--- src/rtl/icache_mem_responder.sv ---
// Instruction-cache fill responder: round-robin arbitration of CPU fetches onto one RAM port.
// Optional macro IMEM_ERR_RETRY_EN adds a RETRY state with a bounded ERROR retry count.
module icache_mem_responder #(
    parameter int unsigned CPUS   = 2,
    parameter int unsigned ADDR_W = 32,
    parameter int unsigned DATA_W = 32
) (
    input  logic                     CLK,
    input  logic                     RST,
    input  logic [CPUS-1:0]          iREN,
    input  logic [CPUS*ADDR_W-1:0]   iaddr,
    output logic [CPUS-1:0]          iwait,
    output logic [CPUS*DATA_W-1:0]   iload,
    output logic                     ramREN,
    output logic [ADDR_W-1:0]        ramaddr,
    input  logic [DATA_W-1:0]        ramload,
    input  logic [1:0]               ramstate
);

    localparam int unsigned GW = (CPUS > 1) ? $clog2(CPUS) : 1;
    localparam logic [1:0] RamAccess = 2'd2;

`ifdef IMEM_ERR_RETRY_EN
    localparam logic [1:0] RamError = 2'd3;
    typedef enum logic [1:0] {StIdle, StReq, StRetry} state_e;
    logic [1:0] errcnt_q, errcnt_d;
`else
    typedef enum logic [1:0] {StIdle, StReq} state_e;
`endif

    state_e              state_q, state_d;
    logic [GW-1:0]       gnt_q, gnt_d;
    logic [GW-1:0]       rr_q, rr_d;
    logic [GW-1:0]       rr_next;
    logic [ADDR_W-1:0]   addr_q, addr_d;
    logic                bubble_q, bubble_d;

    logic                cur_ren;
    logic [ADDR_W-1:0]   cur_addr;
    logic                hit;
    logic                resp;
    logic                err_resp;
    logic                release_gnt;

    // Request lines of the CPU currently holding the grant.
    always_comb begin
        cur_ren  = 1'b0;
        cur_addr = '0;
        for (int i = 0; i < CPUS; i++) begin
            if (gnt_q == GW'(i)) begin
                cur_ren  = iREN[i];
                cur_addr = iaddr[i*ADDR_W +: ADDR_W];
            end
        end
    end

    assign hit     = cur_ren && (cur_addr == addr_q);
    assign rr_next = (gnt_q == GW'(CPUS - 1)) ? '0 : gnt_q + 1'b1;

    always_comb begin : p_next
        int unsigned idx;
        logic        found;
        idx         = 0;
        found       = 1'b0;
        state_d     = state_q;
        gnt_d       = gnt_q;
        rr_d        = rr_q;
        addr_d      = addr_q;
        bubble_d    = 1'b0;
        resp        = 1'b0;
        err_resp    = 1'b0;
        release_gnt = 1'b0;
`ifdef IMEM_ERR_RETRY_EN
        errcnt_d    = errcnt_q;
`endif
        case (state_q)
            StIdle: begin
                // bubble_q holds off arbitration for the one cycle after a release
                if (!bubble_q) begin
                    for (int unsigned k = 0; k < CPUS; k++) begin
                        idx = (32'(rr_q) + k) % CPUS;
                        if (!found && iREN[idx]) begin
                            found   = 1'b1;
                            gnt_d   = GW'(idx);
                            addr_d  = iaddr[idx*ADDR_W +: ADDR_W];
                            state_d = StReq;
                        end
                    end
                end
            end
            StReq: begin
                if (!hit) begin
                    release_gnt = 1'b1;
                end else if (ramstate == RamAccess) begin
                    resp        = !RST;
                    release_gnt = 1'b1;
`ifdef IMEM_ERR_RETRY_EN
                end else if (ramstate == RamError) begin
                    if (errcnt_q == 2'd2) begin
                        resp        = !RST;
                        err_resp    = !RST;
                        release_gnt = 1'b1;
                    end else begin
                        errcnt_d = errcnt_q + 2'd1;
                        state_d  = StRetry;
                    end
`endif
                end
            end
`ifdef IMEM_ERR_RETRY_EN
            StRetry: begin
                if (!hit) release_gnt = 1'b1;
                else      state_d     = StReq;
            end
`endif
            default: state_d = StIdle;
        endcase

        if (release_gnt) begin
            state_d  = StIdle;
            rr_d     = rr_next;
            bubble_d = 1'b1;
`ifdef IMEM_ERR_RETRY_EN
            errcnt_d = '0;
`endif
        end
    end

    always_ff @(posedge CLK) begin
        if (RST) begin
            state_q  <= StIdle;
            gnt_q    <= '0;
            rr_q     <= '0;
            addr_q   <= '0;
            bubble_q <= 1'b0;
`ifdef IMEM_ERR_RETRY_EN
            errcnt_q <= '0;
`endif
        end else begin
            state_q  <= state_d;
            gnt_q    <= gnt_d;
            rr_q     <= rr_d;
            addr_q   <= addr_d;
            bubble_q <= bubble_d;
`ifdef IMEM_ERR_RETRY_EN
            errcnt_q <= errcnt_d;
`endif
        end
    end

    always_comb begin
        iwait = '1;
        for (int i = 0; i < CPUS; i++) begin
            if (resp && (gnt_q == GW'(i))) iwait[i] = 1'b0;
        end
    end

    assign iload   = err_resp ? '0 : {CPUS{ramload}};
    assign ramREN  = (state_q == StReq);
    assign ramaddr = addr_q;

endmodule

--- config.mk ---
export PLATFORM = sky130hd
export DESIGN_NAME = icache_mem_responder
export DESIGN_NICKNAME = d
export VERILOG_FILES = /design/src/rtl/icache_mem_responder.sv
export SDC_FILE = /design/constraint.sdc
export NUM_CORES = 1
export LEC_CHECK = 0
export BUFFER_PORTS_ARGS = -buffer_cell sky130_fd_sc_hd__buf_4
export CAP_MARGIN = 20
export CORE_MARGIN = 2
export CORE_UTILIZATION = 40
export DETAILED_ROUTE_END_ITERATION = 8
export GPL_TIMING_DRIVEN = 0
export PLACE_DENSITY = 0.78
export SYNTH_ARGS = -nofsm -noshare
export SYNTH_HDL_FRONTEND = slang
export SYNTH_SLANG_ARGS = --single-unit
--- constraint.sdc ---
create_clock -name CLK -period 3.9 [get_ports CLK]
set_input_delay 0.39 -clock CLK [delete_from_list [all_inputs] [get_ports CLK]]
set_output_delay 0.39 -clock CLK [all_outputs]
set_load 0.05 [all_outputs]
==> results_dict.tcl <==
set metrics [dict create \
    cts_setup_buffers 0 \
    tightestPinTransition_ps 517.9 \
    synth_top_family_by_area "multiplexers" \
    worst_slack_ps 1080 \
    crit_required_ps 3510 \
    met1_usage_pct 25.41 \
    synth_nets 427 \
    synth_fa_ha_area_share_pct 0.3439 \
    leakage_nw 2.024 \
    ys_types 32 \
    nNetsFinal 602 \
    place_congestion 0.8480 \
    drc_errors 0 \
    synth_flop_cell "dfxtp_1" \
    grt_util_all_layers_pct 20.62 \
    clockBufferDepth 2 \
    vias 2960 \
    path_clk_slew_ps 70 \
    syn_area_sq_um 2910 \
    grt_pass1_wl_um 12800 \
    ys_async_sr_fraction_pct 0 \
    grt_util_met3_pct 4.155 \
    synth_mux_area_share_pct 22.79 \
    hold_ws_ps 446.5 \
    switchingPower_mw 0.8057 \
    dieArea_sq_um 7974 \
    cp_slowest_cell "dfxtp_1" \
    grt-busiest-layer "met2" \
    yosysTopAreaCell "dfxtp_1" \
    internal_power_mw 0.9443 \
    period_minus_slack_ps 2820 \
    final-setup-viol-count 0 \
    wl_um 8829 \
    status "complete, no violations" \
    yosysTopAreaCellShare_pct 24.76 \
    synth.avg_cell_area_sq_um 8.955 \
    combPwrFrac_pct 56.5 \
    fin_worst_skew_ps 3.210 \
    die_w_um 89.30 \
    pre_cts_slack_ps 1385 \
    swShare_pct 46.04 \
    maxCapViolCount 0 \
    h-tree-depth 2 \
    avgViaCountPerCell 4.933 \
    num_io_pins 201 \
    fp.dieH_um 89.30 \
    clock_sinks 36 \
    fillers 685 \
    rsz0062_at_grt "no" \
    insertion_delay_ps 280 \
    fp-row-count 31 \
    min_path_type "in2reg" \
    max_freq_ghz 0.3547 \
    drive_gt1_share_pct 49.90 \
    antenna_cells 0 \
    slew_viol_final 0 \
    met2_usage_pct 36.50 \
    grt_pass1_vias 2728 \
    worst_ir_drop_vdd_mv 0.1935 \
    ctsResizeCount 0 \
    synthSimpleGateAreaFrac_pct 12.38 \
    first_pass_iters 4 \
    ys_ff_latch 36 \
    fin_crit_sh_pct 72.30 \
    hold_viol 0 \
    grt_max_degree 12 \
    wl_per_cell_um 14.72 \
    totalPowerFinal_mw 1.750 \
    cpMostUsedCell "buf_6" \
    crit_type "reg2out" \
    clock_power_share_pct 15.8 \
    max_stage_delay_ps 330 \
    hold_buffers 0 \
    start_util_pct 40.78 \
    overflow 0 \
    cts-buffers-inserted 5 \
    area_growth_pct 50.77 \
    dp_hpwl_um 7207 \
    crit_path_max_fanout 10 \
    crit_arrival_ps 2430 \
    synth_xor_area_share_pct 9.329 \
    synth_compound_area_share_pct 9.587 \
    final_antenna_net_count 0 \
    powerDensity_nw_per_um2 398.8 \
    cts_root_buf "clkbuf_8" \
    tritoncts "yes" \
    seq_power_share_pct 27.6 \
    syn_inst 325 \
    seq_area_frac_synth_pct 24.76 \
    ys_top_cells_by_area "dfxtp_1 (25%), mux2i_1 (22%), buf_4 (17%), a211oi_1 (8.3%), xnor2_1 (8.1%)" \
    slew_headroom_pct 65.47 \
    synth-edff-count 0 \
    cp-end-kind "output pin" \
    crit_chain "buf_6 -> buf_6 -> mux2i_1 -> xor2_1 -> nor4b_1 -> nand3_1 -> and3b_1 -> nand4_1 -> buf_4" \
    final.setup.tns_ps 0 \
    startpoint_type "flip-flop" \
    coreArea_sq_um 7137 \
    antenna_found_initial 0 \
    drt_iter0_drc 126 \
    ys_warn_count 0 \
    io_buffers 168 \
]
[through the flow]
step | instances | util, % | instance area (sq um)
after global placement | 592 | 60.19 | 4295
final | 600 | 61.48 | 4388
after global routing | 600 | 61.48 | 4388
after CTS | 600 | 61.48 | 4388
after floorplan | 325 | - | 2910
after detailed placement | 592 | 60.19 | 4295
[power by group through the flow]
stage | Sequential [mW] | Combinational [mW] | Clock, mW
finish | 0.484 | 0.989 | 0.277
global route | 0.491 | 1.05 | 0.300
CTS | 0.483 | 0.993 | 0.283
detailed placement | 0.492 | 0.991 | 0
global placement | 0.489 | 0.980 | 0
floorplan | 0.669 | 0.511 | 0
[state kept, by name (all words and copies together) (netlist names)]
register and flops:
ramaddr 32, bubble_q 1, gnt_q 1, rr_q 1, state_q 1
[final cells by class]
cell class              count  area (sq um)  area share, %
well taps                  99         123.9          2.823
repair buffers            168          1261          28.74
clock buffers               6         82.58          1.882
inverters                   3         11.26         0.2566
flip-flops and latches     36         720.7          16.42
clock inverters             2         10.01         0.2281
multi-input cells         203          1584          36.10
plain buffers              83         594.3          13.54
[final timing paths]
kind                            slack [ps]  cells past startpoint                      from                  endpoint
worst max-delay path                  1080                      9        gnt_q$_SDFFE_PP0P_                  iwait[1]
worst min-delay path                   450                      4                       RST         rr_q$_SDFFE_PP0P_
worst max register to register        1810                      8        gnt_q$_SDFFE_PP0P_   state_q[0]$_SDFFE_PP0P_
worst min register to register         530                      2  ramaddr[23]$_SDFFE_PP0P_  ramaddr[23]$_SDFFE_PP0P_
[critical path: cells and delay by family (launching register included)]
family / cells / cell delay [ps]
simple gates: 4 / 760
flops: 1 / 330
mux: 1 / 250
buf+inv: 3 / 590
xor+xnor: 1 / 210
[logic make-up after synthesis]
group	count (synthesis)
xor gates and xnor gates	31
DFF	36
muxes	65
adders and majority gates	1
AOI/OAI and AO/OA	36
buffers and inverters	86
and+or+nand+nor	70
[routing by layer]
| layer | vias to the layer above | routed length (um) | share of wire [%] |
|---|---|---|---|
| met5 | - | 0 | 0 |
| met4 | 0 | 89 | 1.0 |
| met3 | 9 | 753 | 8.5 |
| met2 | 131 | 4414 | 50 |
| met1 | 1384 | 3572 | 40 |
| li1 | 1436 | - | - |
[cells in the final DEF, fill, tap and decap left out, types with 2 or more instances in the layout]
cell type  count
clkinv_2       2
and4_1         2
buf_2          3
clkbuf_8       6
nand4b_1       2
a211oi_1      32
nand2b_1       2
nor2_1        36
mux2i_1       64
inv_1          3
xnor2_1       27
buf_4        232
nand2_1        3
nand4_1        4
nor2b_1        2
dfxtp_1       36
buf_6          3
xor2_1         4
clkbuf_1      11
nor4_1        11
nor3_1         2
nor3b_1        2
[Yosys cell counts (2+ instances only)]
master     n
buf_4     64
mux2i_1   64
dfxtp_1   36
nor2_1    36
a211oi_1  32
xnor2_1   27
clkbuf_1  11
nor4_1    11
nand4_1    4
xor2_1     4
buf_2      3
buf_6      3
inv_1      3
nand2_1    3
and4_1     2
nand2b_1   2
nand4b_1   2
nor2b_1    2
nor3_1     2
nor3b_1    2
(Power assumes the default switching activity.)
